### src/rtl/rf_pkg.sv
// Shared constants and types for the multi-port register file.
package rf_pkg;

    localparam int unsigned RF_ADDRESS_WIDTH_D = 5;
    localparam int unsigned DATA_WIDTH_D       = 16;
    localparam int unsigned NUM_READ_D         = 2;

    typedef logic [RF_ADDRESS_WIDTH_D-1:0] rf_addr_t;
    typedef logic [DATA_WIDTH_D-1:0]       rf_data_t;

    localparam rf_addr_t ZERO_ADDR = '0;

endpackage

### src/rtl/rf_scoreboard.sv
// Pending-write scoreboard: one busy bit per register.
// A reservation beats a same-cycle write to the same register, and the
// zero register never becomes busy when it is hardwired.
module rf_scoreboard
    import rf_pkg::*;
#(
    parameter int unsigned RF_ADDRESS_WIDTH = RF_ADDRESS_WIDTH_D,
    parameter int unsigned ZERO_REG         = 1
) (
    input  logic                                clk,
    input  logic                                asyn_n_rst,
    input  logic                                we,
    input  logic [RF_ADDRESS_WIDTH-1:0]         rd,
    input  logic                                res_en,
    input  logic [RF_ADDRESS_WIDTH-1:0]         res_addr,
    output logic [(2**RF_ADDRESS_WIDTH)-1:0]    busy_vec
);

    localparam int unsigned DEPTH = 2**RF_ADDRESS_WIDTH;

    // Set on reserve, else clear on write, else hold; bit 0 forced low for a hardwired zero register.
    always_ff @(posedge clk or negedge asyn_n_rst) begin
        if (!asyn_n_rst) begin
            busy_vec <= '0;
        end else begin
            for (int unsigned a = 0; a < DEPTH; a++) begin
                if (res_en && (res_addr == RF_ADDRESS_WIDTH'(a))) begin
                    busy_vec[a] <= 1'b1;
                end else if (we && (rd == RF_ADDRESS_WIDTH'(a))) begin
                    busy_vec[a] <= 1'b0;
                end
            end
            if (ZERO_REG != 0) begin
                busy_vec[ZERO_ADDR] <= 1'b0;
            end
        end
    end

endmodule

### src/rtl/rf_mp_sb.sv
// Multi-read-port register file with write-first bypass, optional hardwired
// zero register and a per-register pending-write scoreboard.
module rf_mp_sb
    import rf_pkg::*;
#(
    parameter int unsigned RF_ADDRESS_WIDTH = RF_ADDRESS_WIDTH_D,
    parameter int unsigned DATA_WIDTH       = DATA_WIDTH_D,
    parameter int unsigned NUM_READ         = NUM_READ_D,
    parameter int unsigned ZERO_REG         = 1,
    parameter int unsigned BYPASS           = 1
) (
    input  logic                                    clk,
    input  logic                                    asyn_n_rst,
    input  logic                                    we,
    input  logic [RF_ADDRESS_WIDTH-1:0]             rd,
    input  logic [DATA_WIDTH-1:0]                   data_in,
    input  logic [NUM_READ-1:0]                     re,
    input  logic [NUM_READ*RF_ADDRESS_WIDTH-1:0]    rs,
    output logic [NUM_READ*DATA_WIDTH-1:0]          Q,
    output logic [NUM_READ-1:0]                     Q_busy,
    input  logic                                    res_en,
    input  logic [RF_ADDRESS_WIDTH-1:0]             res_addr,
    output logic [(2**RF_ADDRESS_WIDTH)-1:0]        busy_vec
);

    localparam int unsigned DEPTH = 2**RF_ADDRESS_WIDTH;
    localparam logic [RF_ADDRESS_WIDTH-1:0] ZA = RF_ADDRESS_WIDTH'(ZERO_ADDR);

    logic [DATA_WIDTH-1:0] regs [DEPTH];
    logic                  wr_ok;

    assign wr_ok = we && !((ZERO_REG != 0) && (rd == ZA));

    rf_scoreboard #(
        .RF_ADDRESS_WIDTH (RF_ADDRESS_WIDTH),
        .ZERO_REG         (ZERO_REG)
    ) u_sb (
        .clk        (clk),
        .asyn_n_rst (asyn_n_rst),
        .we         (we),
        .rd         (rd),
        .res_en     (res_en),
        .res_addr   (res_addr),
        .busy_vec   (busy_vec)
    );

    // Storage array: cleared on reset, written when the target is not the hardwired zero register.
    always_ff @(posedge clk or negedge asyn_n_rst) begin
        if (!asyn_n_rst) begin
            for (int unsigned a = 0; a < DEPTH; a++) begin
                regs[a] <= '0;
            end
        end else if (wr_ok) begin
            regs[rd] <= data_in;
        end
    end

    for (genvar k = 0; k < NUM_READ; k++) begin : g_rd
        logic [RF_ADDRESS_WIDTH-1:0] addr;
        logic [DATA_WIDTH-1:0]       q_r;
        logic                        b_r;

        assign addr                        = rs[k*RF_ADDRESS_WIDTH +: RF_ADDRESS_WIDTH];
        assign Q[k*DATA_WIDTH +: DATA_WIDTH] = q_r;
        assign Q_busy[k]                   = b_r;

        // Registered read; zero register takes priority over the same-cycle write bypass.
        always_ff @(posedge clk or negedge asyn_n_rst) begin
            if (!asyn_n_rst) begin
                q_r <= '0;
                b_r <= 1'b0;
            end else if (re[k]) begin
                if ((ZERO_REG != 0) && (addr == ZA)) begin
                    q_r <= '0;
                    b_r <= 1'b0;
                end else if ((BYPASS != 0) && we && (rd == addr)) begin
                    q_r <= data_in;
                    b_r <= 1'b0;
                end else begin
                    q_r <= regs[addr];
                    b_r <= busy_vec[addr];
                end
            end
        end
    end

endmodule

### config.mk
export PLATFORM = sky130hd
export DESIGN_NAME = rf_mp_sb
export DESIGN_NICKNAME = d
export VERILOG_FILES = /design/src/rtl/rf_pkg.sv /design/src/rtl/rf_scoreboard.sv /design/src/rtl/rf_mp_sb.sv
export SDC_FILE = /design/constraint.sdc
export NUM_CORES = 1
export LEC_CHECK = 0
export CORE_MARGIN = 3
export CORE_UTILIZATION = 53
export DETAILED_ROUTE_END_ITERATION = 8
export PLACE_DENSITY = 0.78
export SLEW_MARGIN = 20
export SYNTH_ARGS = -nofsm -noshare
export SYNTH_HDL_FRONTEND = slang
export SYNTH_SLANG_ARGS = --single-unit
### constraint.sdc
create_clock -name clk -period 4.8 [get_ports clk]
set_input_delay 0.48 -clock clk [delete_from_list [all_inputs] [get_ports clk]]
set_output_delay 0.48 -clock clk [all_outputs]
set_load 0.1 [all_outputs]
Yosys cells after proc, flatten, opt, wreduce, memory -nomap -nowiden
Index checks and enable logic that the tools add are counted.

Input bits: 42. Output and inout bits: 66. Flip-flop bits (word level): 577.

Bitwise gates (word level): 3. Equal/unequal tests: 64. Reductions and logical operators: 101. Mux-type cells: 83. Order comparisons: 6.

Operator list (number): $bwmux W512 (1); $bmux W16 S5 (2); $eq A5 B5 Y1 const B (32); $mux W16 (9); $demux W16 S5 (1); $eq A5 B4 Y1 const B (16); $mux W1 (68); $logic_and A1 B1 Y1 (66); $reduce_bool A2 Y1 (31); $eq A5 B3 Y1 const B (8); $eq A5 B2 Y1 const B (4); $ge A6 B6 Y1 const B (3); $not A5 Y6 (3); $logic_not A5 Y1 (3); $lt A5 B6 Y1 const B (2); $bmux W1 S5 (2); $eq A5 B1 Y1 const B (2); $eq A5 B5 Y1 (2); $lt A6 B1 Y1 const B (1); $logic_not A1 Y1 (1).

Depth between registers and ports, before layout
Gate-level depths: netlist of run 1.

Depth after elaboration: 6. Mapped depth: 8. Depth with buffers taken out: 4.

Modules after synthesis
A second synthesis of run 1 with hierarchy kept.

Cells, all modules: 2085. Area, all modules: 30722.0 µm².

By module, submodules not included: rf_mp_sb (area an instance 29408.2 µm², times used 1, cells an instance 1959); rf_scoreboard (area an instance 1313.8 µm², times used 1, cells an instance 126).

Least setup slack after synthesis of run 1
Ideal clock, no wire load.

Kind: reg2reg. From: register u_sb.busy_vec[31]. To: register g_rd[0].b_r. Clock period less this slack: 2.124 ns. Slack: 2.676 ns. Data arrival time: 1.987 ns. Data required time: 4.663 ns. Stages on the path, launching flop included: 5. Path through: dfrtp_1 mux4_2 mux4_2 o2111ai_1 o311ai_1.

Cells in the longest elaborated chain, start to end: 4.

Ends and longest elaborated chain: start: declaration (line rf_scoreboard.sv:16) `output logic [(2**RF_ADDRESS_WIDTH)-1:0] busy_vec`; start signal: assignment (line rf_scoreboard.sv:24) `busy_vec <= '0;`; start signal: indexed assignment (line rf_scoreboard.sv:28) `busy_vec[a] <= 1'b1;`; start signal: indexed assignment (line rf_scoreboard.sv:30) `busy_vec[a] <= 1'b0;`; $bmux W1 S5 (line rf_mp_sb.sv:81) `b_r <= busy_vec[addr];`; $mux W1 (not written as such) (line rf_mp_sb.sv:81); $mux W1 (line rf_mp_sb.sv:76) `end else if ((BYPASS != 0) && we && (rd == addr)) begin`; $mux W1 (line rf_mp_sb.sv:73) `if ((ZERO_REG != 0) && (addr == ZA)) begin`; end signal: assignment (line rf_mp_sb.sv:81); end: declaration (line rf_mp_sb.sv:61) `logic b_r;`.

No other way between the ends. The select of a mux whose other input is x is not followed. A chain may end at the register's enable or synchronous reset.

Worst setup path in the final report of run 1
From: register u_sb.busy_vec[31]. To: output busy_vec[31].

RTL lines: end: declaration (line rf_mp_sb.sv:23) `output logic [(2**RF_ADDRESS_WIDTH)-1:0] busy_vec`.

No word-level cell between the ends.

==> summary by stage, run 1 <==
Synth
In this run the cell area of the synthesized design comes to ~0.031 sq mm. The share of synthesized registers carrying an async set or reset is 1.00. The most instantiated library cell after synthesis is sky130_fd_sc_hd__dfrtp_1. Counting flops and latches in the post-synthesis netlist gives approximately 580. The netlist uses 59 different library cells. In the post-synthesis netlist, the biggest area contributors are sky130_fd_sc_hd__dfrtp_1 (47%), sky130_fd_sc_hd__mux4_2 (20%), sky130_fd_sc_hd__mux2_2 (18%). The share of synthesized area in the top cell type comes to 0.469.

Yosys mapped a number of flops with a built-in enable equal to 0. For this run, the leading register cell type out of synthesis is sky130_fd_sc_hd__dfrtp_1. The share of the Yosys chip area taken by registers is 0.469.

The post-synthesis cell type with the largest combined area is sky130_fd_sc_hd__dfrtp_1. The synthesized area per cell is about 15 sq um. The number of warnings printed during yosys synthesis is 0. The number of nets in the synthesized netlist is between 2,000 and 2,500.

Counting instances in the post-synthesis netlist gives the leading cell types as sky130_fd_sc_hd__dfrtp_1 (577), sky130_fd_sc_hd__mux2_2 (498), sky130_fd_sc_hd__mux4_2 (271). Synthesis produced slightly above 2,000 cells.

Floorplanning
The total I/O pin count is 108. The core region is around 0.057 sq mm. The floorplan step defined a die boundary enclosing 0.0610 sq mm. The die is between 200 and 250 um wide.

In this run the core area contains between 80 and 90 standard-cell rows. The initial cell density of the core is 0.541. The chip height is approximately 250 um.

Clocking
TritonCTS created just under 60 clock buffers. The H-tree generated during clock tree synthesis spans 2 levels. The clock tree from TritonCTS is built. The clock latency on the worst-skew pair is around 0.64 ns. The clock passes through at most 3 buffers. The tree is rooted in a sky130_fd_sc_hd__clkbuf_16. The post-cts sizing count is 0. The register clock-pin slew on the reported worst setup and hold paths is approximately 0.06 ns. The number of sinks driven by the clock tree is about 580.

Final layout
The post-layout net count is 2,071. The filler-free cell count of the finished design is 2,836. Of the cells placed in the final design, the portion with a size suffix greater than 1 is 0.476.

The area added between synthesis and finish is 11.2%.

Min path
The startpoint identified for the worst hold timing path is regs[511]$_DFFE_PN0P_. The worst hold path belongs to the class flop to flop. The worst min-delay path endpoint is regs[511]$_DFFE_PN0P_.

The count of cells along the worst hold path is 0.

STA
The maximum clock rate is ~0.35 GHz. The clock period could shrink to ~2.9 ns. Setup repair after global routing left no endpoint under its margin. For the pin with the worst max-slew slack, the measured transition is roughly 1.1 ns. The final cycle utilization of the critical path is 0.594. The worst pin sits at a relative slew slack of 0.238. The total of endpoints with negative setup slack in the final report is 0.

The number of hold violations in the final report came to 0. The final-report max-slew violation count is 0. The setup TNS after final layout is 0 ns. Between clock sinks in the finished design, the worst skew comes to about 0.012 ns.

Worst setup path
Together, buffers and inverters on the worst path number 1. In this run the worst path has a maximum fanout of 4. STA classifies the critical path endpoint as an output pin. The startpoint identified for the worst register-to-register timing path is u_sb.busy_vec[7]$_DFFE_PN0P_. The data required time of the critical path is 4.32 ns.

The cell with the largest stage delay on the worst path is sky130_fd_sc_hd__clkdlybuf4s50_1. The largest single stage delay on the critical path is between 1 and 1.5 ns. In this run the critical register-to-register path is captured at g_rd[1].b_r$_DFFE_PN0P_. The critical path in this run is classified as flop to output pin. The slack of the worst reg-to-reg path is 2.81 ns. The number of cells traversed by the worst register-to-register path is 4. STA puts the critical path data arrival time at approximately 2.4 ns. The critical path launch point type is a flop. Walking the worst path, the cells encountered are clkdlybuf4s50_1. In this design, the largest share of critical-path delay is due to buffers and inverters.

GRT
The first global-routing pass estimated 138 mm of wire. The initial antenna violation count came to 5. The pin count of the biggest net entering global routing is approximately 110.

The via count of the first global-routing pass is roughly 21,000. The total routing resource utilization after global routing is 0.307. The leftover overflow at the end of global routing is 0.

Route
Summed over all layers, the routed wires come to about 92 mm. The number of vias per cell is between 7 and 8. The DRC violations left is 0.

The detailed router finished its first iteration with around 2,600 violations. After detailed routing, the average wire length per cell comes to between 30 and 40 um. The count of vias placed by the detailed router is 20,355. The post-route antenna net violation count is 0. The number of iterations in the first detailed-routing pass is 5.

Place
The count of placed standard cells including taps is about 2,700. The sum of net half-perimeters after detailed placement is ~58 mm. The number of buffer cells added on primary ports is about 110. The congestion estimate from routability-driven global placement came to 0.906.

Run status
The flow ran to the end, and the final reports show no timing, DRC or antenna violations.

Pwr
IR analysis of the VDD net gives a maximum drop of roughly 0.33 mV. The total power divided by cell area is roughly 450 mW/mm^2. The reported leakage power is between 10 and 15 nW.

Flow run
Across the run, the number of max-cap violations was 0.
## stage by stage
stage | instance area [sq um] | hold slack (ns) | worst slack [ns] | power, W | util
2_1_floorplan | 30800 | 0.184 | 2.68 | 0.00930 | -
3_3_place_gp | 32200 | 0.377 | 1.38 | 0.0103 | 0.566
3_5_place_dp | 32200 | 0.384 | 1.44 | 0.0105 | 0.566
4_1_cts | 34300 | 0.397 | 1.98 | 0.0153 | 0.602
5_1_grt | 34200 | 0.406 | 1.95 | 0.0158 | 0.601
6_report | 34200 | 0.393 | 1.95 | 0.0153 | 0.601
## flip-flops by register name, indices dropped and copies added, names as in the netlist
name,flops
g_rd.q_r,32
regs,512
g_rd.b_r,2
u_sb.busy_vec,31
## worst register-to-register path, stage by stage, from the launching register on
cell,delay (ns)
sky130_fd_sc_hd__dfrtp_1,0.42
sky130_fd_sc_hd__mux2_1,0.32
sky130_fd_sc_hd__mux4_2,0.49
sky130_fd_sc_hd__a211oi_1,0.39
sky130_fd_sc_hd__o221ai_1,0.18
## cell type report
class	count	area (sq um)
repair buffers	168	1600
inverters	19	71.3
diodes	3	7.51
multi-input cells	1204	15100
clock inverters	14	188
well taps	756	946
fillers	4188	22700
clock buffers	95	1840
flip-flops and latches	577	14400
## placed cells by master, fill, tap and decap left out, types with 7 or more instances in the layout
master	n
sky130_fd_sc_hd__dfrtp_1	577
sky130_fd_sc_hd__mux2_2	498
sky130_fd_sc_hd__mux4_2	271
sky130_fd_sc_hd__clkdlybuf4s50_1	91
sky130_fd_sc_hd__clkbuf_16	60
sky130_fd_sc_hd__mux2i_1	53
sky130_fd_sc_hd__buf_4	53
sky130_fd_sc_hd__nand2_1	42
sky130_fd_sc_hd__nor2b_1	36
sky130_fd_sc_hd__o31ai_1	34
sky130_fd_sc_hd__o22a_1	32
sky130_fd_sc_hd__o221ai_1	32
sky130_fd_sc_hd__a41oi_1	31
sky130_fd_sc_hd__a22o_1	26
sky130_fd_sc_hd__clkbuf_8	21
sky130_fd_sc_hd__a32o_1	19
sky130_fd_sc_hd__inv_1	18
sky130_fd_sc_hd__nor2_2	14
sky130_fd_sc_hd__clkbuf_1	14
sky130_fd_sc_hd__nand2_2	11
sky130_fd_sc_hd__xnor2_1	10
sky130_fd_sc_hd__buf_2	10
sky130_fd_sc_hd__o22ai_1	9
sky130_fd_sc_hd__buf_12	8
sky130_fd_sc_hd__o21ai_0	7
sky130_fd_sc_hd__clkinv_2	7
## what timing repair did
action,CTS,global route
hold endpoints to repair,89,0
hold buffers,1,0
setup buffers,0,0
## metal layers
layer / track usage / wire length (um)
met3: 0.0856 / 10400
met4: 0.127 / 4330
met1: 0.423 / 35100
met5: 0 / 41
met2: 0.464 / 42200
## how the worst max path moves through the flow
stage	end	startpoint	cells past startpoint
final	busy_vec[31]	u_sb.busy_vec[31]$_DFFE_PN0P_	1
after global routing	busy_vec[29]	u_sb.busy_vec[29]$_DFFE_PN0P_	1
after CTS	busy_vec[29]	u_sb.busy_vec[29]$_DFFE_PN0P_	1
after detailed placement	regs[47]$_DFFE_PN0P_	rd[3]	4
after global placement	regs[398]$_DFFE_PN0P_	rd[2]	4
after floorplan	g_rd[0].b_r$_DFFE_PN0P_	u_sb.busy_vec[31]$_DFFE_PN0P_	4
## logic make-up (layout without fill, tap and decap cells)
family,after synthesis,in the layout,synth area share
DFF,577,577,0.469
other,1,4,0.000122
xor gates and xnor gates,10,10,0.00284
and+or+nand+nor,163,163,0.0332
muxes,825,825,0.399
AOI/OAI and AO/OA,205,205,0.0564
buffers and inverters,241,296,0.0397
## power by group
| part | switching, W | internal (W) |
|---|---|---|
| sequential | 0.000751 | 0.00580 |
| clock | 0.00197 | 0.00283 |
| combinational | 0.00214 | 0.00185 |
| total | 0.00486 | 0.0105 |
(Power assumes the default switching activity.)
==> run 2, diff against run 1 <==
- PLACE_DENSITY: 0.78 -> 0.8
- clock period: 4.8 -> 2.3 ns (I/O delays scaled with it)
==> run 2 against run 1 <==
Non-clock buffer count rose by 156. Utilization rose by 3.0 points. First-iteration DRC count fell by 0.31%. Combinational power rose by 120%. Power rose by 110%.
==> summary by stage, run 2 (synthesis gave the netlist of run 1 again) <==
Run status
Result of the run: finished clean (unchanged).

Route
The count of vias placed by the detailed router is 20,991 (was 20,355). The number of vias per cell was 7.02 (was 7.18). The count of routing violations after the opening detailed-route iteration is 2,591 (was 2,599).

The DRC violations left is 0 (unchanged). The number of iterations in the first detailed-routing pass is 5 (unchanged). The average wire per cell in the routed design is 32.3 um (was 32.5 um). The final wirelength is 96.5 mm (was 92.1 mm). The post-route antenna net violation count came to 0 (unchanged).

Final layout
The flip-flop count of the largest register, all copies and words added is 512 (unchanged). The share of layout cells above drive strength 1 is 0.534 (was 0.476). The register with the most flip-flops was regs (unchanged).

The most frequent standard cell in the layout excluding fill and tap cells is sky130_fd_sc_hd__dfrtp_1 (unchanged). The final standard cell utilization of the core is 0.632 (was 0.601). The area added between synthesis and finish came to 16.8% (was 11.2%). The final instance area is 0.0360 sq mm (was 0.0342 sq mm). Most used cells in the layout excluding fill and tap cells: sky130_fd_sc_hd__dfrtp_1 (577), sky130_fd_sc_hd__mux2_2 (498), sky130_fd_sc_hd__mux4_2 (271) (unchanged). The post-layout net count is 2,227 (was 2,071).

Largest regs: regs: 512 flops, g_rd.q_r: 32 flops, u_sb.busy_vec: 31 flops (unchanged).

Pwr
The peak supply drop came to 0.603 mV (was 0.333 mV). The reported leakage power was 15.6 nW (was 14.5 nW). The total power divided by cell area was 897 mW/mm^2 (was 448 mW/mm^2).

GRT
The initial antenna violation count is 2 (was 5). The leftover overflow at the end of global routing is 0 (unchanged). The pin count of the biggest net entering global routing is 113 (was 111).

The total routing resource utilization after global routing came to 0.320 (was 0.307). The via count of the first global-routing pass is 21,604 (was 21,049). The wire length of the first global-routing pass is 142 mm (was 138 mm).

Place
The sum of net half-perimeters after detailed placement is 63.9 mm (was 57.9 mm). The last weighted congestion value of the routability-driven placer came to 0.929 (was 0.906). The cell area reported after detailed placement was 0.0340 sq mm (was 0.0322 sq mm). The number of buffer cells added on primary ports was 106 (unchanged).

STA
The final setup skew is 0.0228 ns (was 0.0117 ns). The maximum clock rate is slightly above 0.5 GHz. The smallest clock period supported by the final layout is computed as approximately 1.9 ns. The final cycle utilization of the critical path is 0.837. The number of hold violations in the final report is 0 (unchanged).

The remaining max-slew budget at the tightest pin is 0.359 (was 0.238). The transition at the pin with the smallest max-transition slack came to 0.957 ns (was 1.14 ns). Unrepaired setup endpoints after global routing: false (unchanged).

The total of endpoints with negative setup slack in the final report is 0 (unchanged). The final-report max-slew violation count came to 0 (unchanged).

Worst setup path
The arrival time of data at the critical path endpoint is 2.43 ns (was 2.37 ns). The critical path launch point type is a flop (unchanged). The critical-path maximum fanout is 4 (unchanged). The category of the worst setup path capture point is a flop (was output pin). The critical setup path kind is flop to flop (was flop to output pin).

The slack of the worst reg-to-reg path is 0.37 ns (was 2.81 ns). The data required time of the critical path came to 2.80 ns (was 4.32 ns).

Min path
The class of the most critical hold timing path was primary input to asynchronous set/reset pin (was flop to flop).

Clocking
The post-cts sizing count was 0 (unchanged). The number of sinks driven by the clock tree is 577 (unchanged). The clock root buffer master is sky130_fd_sc_hd__clkbuf_16 (unchanged). The clock latency on the worst-skew pair is 0.64 ns (about the same). The register clock-pin slew on the reported worst setup and hold paths is 0.06 ns (about the same). The maximum number of buffers from clock root to sink is 3 (unchanged). The number of buffers added by the clock tree synthesis step came to 59 (unchanged). The count of H-tree levels built during CTS is 2 (unchanged). The hold buffer count at cts is 1 (unchanged).

The buffer count from post-CTS setup fixing is 0 (unchanged). The clock tree from TritonCTS was built (unchanged).

Floorplanning
The placement row count is 87 (unchanged). The standard cell core area is 0.0569 sq mm (unchanged). The die footprint is 0.0610 sq mm (unchanged).

The total I/O pin count is 108 (unchanged). The initial cell density of the core is 0.541 (unchanged). The width of the chip is 247 um (unchanged). The chip height is 247 um (unchanged).

Flow run
The max-capacitance violation count is 0 (unchanged).
[run 2: through the flow]
| stage | hold WS, ns | total power [W] | setup TNS (ns) | setup WS [ns] | std cells |
|---|---|---|---|---|---|
| 6_report | 0.0783 | 0.0323 | 0 | 0.375 | 2990 |
| 3_3_place_gp | 0.138 | 0.0218 | 0 | 0.0519 | 2879 |
| 2_1_floorplan | -0.0656 | 0.0194 | 0 | 0.176 | 2022 |
| 3_5_place_dp | 0.142 | 0.0222 | -0.0406 | -0.0406 | 2879 |
| 5_1_grt | 0.0961 | 0.0333 | 0 | 0.325 | 2990 |
| 4_1_cts | 0.0684 | 0.0322 | 0 | 0.416 | 2989 |
[run 2: worst paths after layout]
check,endpoint,depth (start not counted),from
worst max register to register,g_rd[0].b_r$_DFFE_PN0P_,4,u_sb.busy_vec[31]$_DFFE_PN0P_
min in group clk,g_rd[1].b_r$_DFFE_PN0P_,5,rs[6]
worst min register to register,regs[505]$_DFFE_PN0P_,0,regs[505]$_DFFE_PN0P_
worst min-delay path,regs[139]$_DFFE_PN0P_,2,asyn_n_rst
worst max-delay path,g_rd[0].b_r$_DFFE_PN0P_,4,u_sb.busy_vec[31]$_DFFE_PN0P_
max in group asynchronous,regs[495]$_DFFE_PN0P_,3,asyn_n_rst
[run 2: power breakdown]
part / internal [W] / switching [W]
sequential: 0.0121 / 0.00157
combinational: 0.00408 / 0.00456
clock: 0.00586 / 0.00409
[run 2: area by class of cell]
cell class / instances / area (sq um)
Inverter: 19 / 71.3
Timing Repair Buffer: 324 / 3380
Tap cell: 756 / 946
Multi-Input combinational cell: 1204 / 15100
Sequential cell: 577 / 14400
Fill cell: 3938 / 21000
Clock buffer: 95 / 1790
Clock inverter: 14 / 199
Antenna cell: 1 / 2.50
[run 2: layer usage]
metal  global-route usage  vias up  wire [um]
met2                0.488     1342      44700
met1                0.432    11096      36300
li1                     -     8229          -
met5                    0        -         17
met3               0.0735      322       9830
met4                0.168        2       5650
[run 2: critical path, cell delays in order (launching register included)]
cell,delay [ns]
sky130_fd_sc_hd__dfrtp_1,0.44
sky130_fd_sc_hd__mux4_2,0.51
sky130_fd_sc_hd__mux4_2,0.57
sky130_fd_sc_hd__o2111ai_1,0.15
sky130_fd_sc_hd__o311ai_1,0.12
==> run 3, diff against run 2 <==
- clock period: 2.3 -> 1.68 ns (I/O delays scaled with it)
==> run 3 against run 2 <==
The run now ends with negative setup slack left. Setup slack got worse by 0.55 ns. Clock skew rose by 0.0030 ns. Sequential cell count did not move. Utilization rose by 3.6 points. Final cell count rose by 3.8%. Routed wire length rose by 3.7%. Final area rose by 5.7%. Sequential power rose by 37%. Maximum frequency rose by 3.8%. Non-clock buffer count rose by 109. Hold slack improved by 0.11 ns. Highest routed layer is now met4. Critical path type unchanged.
==> summary by stage, run 3 (synthesis gave the netlist of run 1 again) <==
Run status
Result of the run: finished, violations left (was finished clean). The final reports fail on negative setup slack.

STA
The maximum clock rate is 0.539 GHz (was 0.519 GHz). The worst setup slack after layout is -0.174 ns (was 0.375 ns). The time the final worst path needs with I/O delays and setup is 1.85 ns (was 1.93 ns). The final setup skew is 0.0258 ns (was 0.0228 ns). The transition at the pin with the smallest max-transition slack is 0.847 ns (was 0.957 ns). Unrepaired setup endpoints after global routing: true (was false).

The final-report max-slew violation count came to 0 (unchanged). The final cycle utilization of the critical path was 1.10 (was 0.837). The total of endpoints with negative setup slack in the final report was 3 (was 0).

The remaining max-slew budget at the tightest pin is 0.434 (was 0.359). The number of hold violations in the final report was 0 (unchanged).

Pwr
The reported leakage power is 16.5 nW (was 15.6 nW). The peak supply drop was 0.895 mV (was 0.603 mV). The switching fraction of total power is 0.316 (was 0.317). The internal power came to 0.0314 W (was 0.0220 W). The share of power burned in registers is 0.411 (was 0.424). The share of power burned in combinational logic is 0.290 (was 0.268). The total power divided by cell area is 1210 mW/mm^2 (was 897 mW/mm^2). The total net switching power is 0.0145 W (was 0.0102 W). The clock power share is 0.299 (was 0.308).

Worst setup path
The data required time of the critical path was 2.19 ns (was 2.80 ns). The launch instance of the worst register-to-register path is u_sb.busy_vec[31]$_DFFE_PN0P_ (unchanged). The category of the worst setup path capture point is a flop (unchanged). The number of cells traversed by the worst register-to-register path was 4 (unchanged). The startpoint of the worst setup timing path was u_sb.busy_vec[31]$_DFFE_PN0P_ (unchanged). The critical path launch point type was a flop (unchanged).

The arrival time of data at the critical path endpoint is 2.37 ns (was 2.43 ns). The end of the critical path is g_rd[0].b_r$_DFFE_PN0P_ (unchanged). The end of the worst register-to-register path is g_rd[0].b_r$_DFFE_PN0P_ (unchanged). The slack of the worst reg-to-reg path was -0.17 ns (was 0.37 ns). The critical setup path kind is flop to flop (unchanged).

The critical-path maximum fanout was 2 (was 4).

Clocking
The number of buffers added by the clock tree synthesis step is 60 (was 59). The number of sinks driven by the clock tree was 577 (unchanged). The clock root buffer master is sky130_fd_sc_hd__clkbuf_16 (unchanged). The clock latency on the worst-skew pair is 0.66 ns (was 0.64 ns). The maximum number of buffers from clock root to sink came to 3 (unchanged).

The clock tree from TritonCTS is built (unchanged). The register clock-pin slew on the reported worst setup and hold paths is 0.06 ns (about the same). The count of H-tree levels built during CTS is 2 (unchanged).

Route
The number of vias per cell was 6.98 (was 7.02). The post-route antenna net violation count is 0 (unchanged). The DRC violations left is 0 (unchanged). The final wirelength was 100 mm (was 96.5 mm). The count of routing violations after the opening detailed-route iteration is 2,300 (was 2,591). The count of vias placed by the detailed router is 21,670 (was 20,991). The average wire per cell in the routed design came to 32.2 um (was 32.3 um). The number of iterations in the first detailed-routing pass came to 8 (was 5).

Final layout
The register with the most flip-flops is regs (unchanged). The post-layout net count is 2,337 (was 2,227). The share of layout cells above drive strength 1 is 0.572 (was 0.534).

The final standard cell utilization of the core is 0.668 (was 0.632). The flip-flop count of the largest register, all copies and words added came to 512 (unchanged). The area added between synthesis and finish was 23.5% (was 16.8%). Largest regs: regs: 512 flops, g_rd.q_r: 32 flops, u_sb.busy_vec: 31 flops (unchanged). Most used cells in the layout excluding fill and tap cells: sky130_fd_sc_hd__dfrtp_1 (546), sky130_fd_sc_hd__mux2_2 (496), sky130_fd_sc_hd__mux4_2 (271) (was sky130_fd_sc_hd__dfrtp_1 (577), sky130_fd_sc_hd__mux2_2 (498), sky130_fd_sc_hd__mux4_2 (271)). The most frequent standard cell in the layout excluding fill and tap cells is sky130_fd_sc_hd__dfrtp_1 (unchanged).

The number of filler cells placed in the layout is 3,658 (was 3,938).

Place
The number of buffer cells added on primary ports is 106 (unchanged). The last weighted congestion value of the routability-driven placer was 0.931 (was 0.929). The post-placement worst setup slack is -0.513 ns (was -0.0406 ns). The sum of net half-perimeters after detailed placement was 68.0 mm (was 63.9 mm).

Flow run
The max-capacitance violation count is 0 (unchanged).

GRT
The via count of the first global-routing pass is 22,677 (was 21,604). The total routing resource utilization after global routing is 0.333 (was 0.320). The leftover overflow at the end of global routing is 0 (unchanged).

The initial antenna violation count is 3 (was 2). The pin count of the biggest net entering global routing is 107 (was 113). The wire length of the first global-routing pass came to 149 mm (was 142 mm).

Floorplanning
The initial cell density of the core was 0.541 (unchanged). The total I/O pin count came to 108 (unchanged). The placement row count was 87 (unchanged). The chip height came to 247 um (unchanged). The die footprint is 0.0610 sq mm (unchanged). The standard cell core area was 0.0569 sq mm (unchanged). The width of the chip is 247 um (unchanged).

Min path
The class of the most critical hold timing path is primary input to asynchronous set/reset pin (unchanged).
==> run 3: repair_timing <==
action,4_1_cts,5_1_grt
gates resized for setup,7,6
hold endpoints to repair,563,0
buffers inserted,1,0
pin swaps,1,0
setup endpoints to repair,5,6
hold buffers,2,0
==> run 3: per-layer routing <==
layer  global-route usage  share of wire  vias up
li1                     -              -     8478
met1                0.434           0.37    11369
met2                0.512           0.46     1419
met3               0.0981           0.11      404
met4                0.170          0.060        0
met5              0.00327              0        -
==> run 3: worst min path at each step <==
| stage | start | endpoint | slack, ns | cells past startpoint |
|---|---|---|---|---|
| floorplan | asyn_n_rst | g_rd[0].b_r$_DFFE_PN0P_ | -0.13 | 0 |
| global placement | asyn_n_rst | regs[284]$_DFFE_PN0P_ | 0.07 | 1 |
| detailed placement | asyn_n_rst | regs[284]$_DFFE_PN0P_ | 0.07 | 1 |
| CTS | asyn_n_rst | regs[301]$_DFFE_PN0P_ | 0.19 | 3 |
| global route | asyn_n_rst | regs[500]$_DFFE_PN0P_ | 0.22 | 3 |
| finish | asyn_n_rst | regs[316]$_DFFE_PN0P_ | 0.19 | 3 |
==> run 3: per-stage QoR <==
stage | area, sq um | std cells | hold slack [ns] | TNS, ns | power [W]
global placement | 35900 | 2986 | 0.0651 | -194.01 | 0.0313
global route | 38000 | 3101 | 0.222 | -0.367 | 0.0472
floorplan | 30900 | 2022 | -0.128 | -0.320 | 0.0266
CTS | 38000 | 3099 | 0.192 | -0.251 | 0.0457
detailed placement | 35900 | 2986 | 0.0667 | -207.99 | 0.0320
finish | 38000 | 3103 | 0.192 | -0.271 | 0.0459
==> run 3: cell type report <==
class                           instances  area (sq um)  share of cell area
Clock buffer                           92          1750              0.0461
Clock inverter                         18           248             0.00651
Multi-Input combinational cell       1204         15200               0.400
Inverter                               19          71.3             0.00188
Timing Repair Buffer                  433          5290               0.139
Tap cell                              756           946              0.0249
Antenna cell                            4          10.0            0.000263
Sequential cell                       577         14500               0.381
==> run 3: critical path: stages, from the launching register on <==
cell,delay [ns]
sky130_fd_sc_hd__dfrtp_4,0.47
sky130_fd_sc_hd__mux4_2,0.47
sky130_fd_sc_hd__mux4_2,0.55
sky130_fd_sc_hd__o2111ai_2,0.11
sky130_fd_sc_hd__o311ai_2,0.13
==> run 3: power groups by stage <==
stage | combinational, W | sequential, W | clock [W]
after floorplan | 0.00635 | 0.0203 | 0
after global placement | 0.0127 | 0.0186 | 0
after detailed placement | 0.0130 | 0.0189 | 0
after CTS | 0.0132 | 0.0187 | 0.0138
after global routing | 0.0138 | 0.0191 | 0.0143
final | 0.0133 | 0.0188 | 0.0137
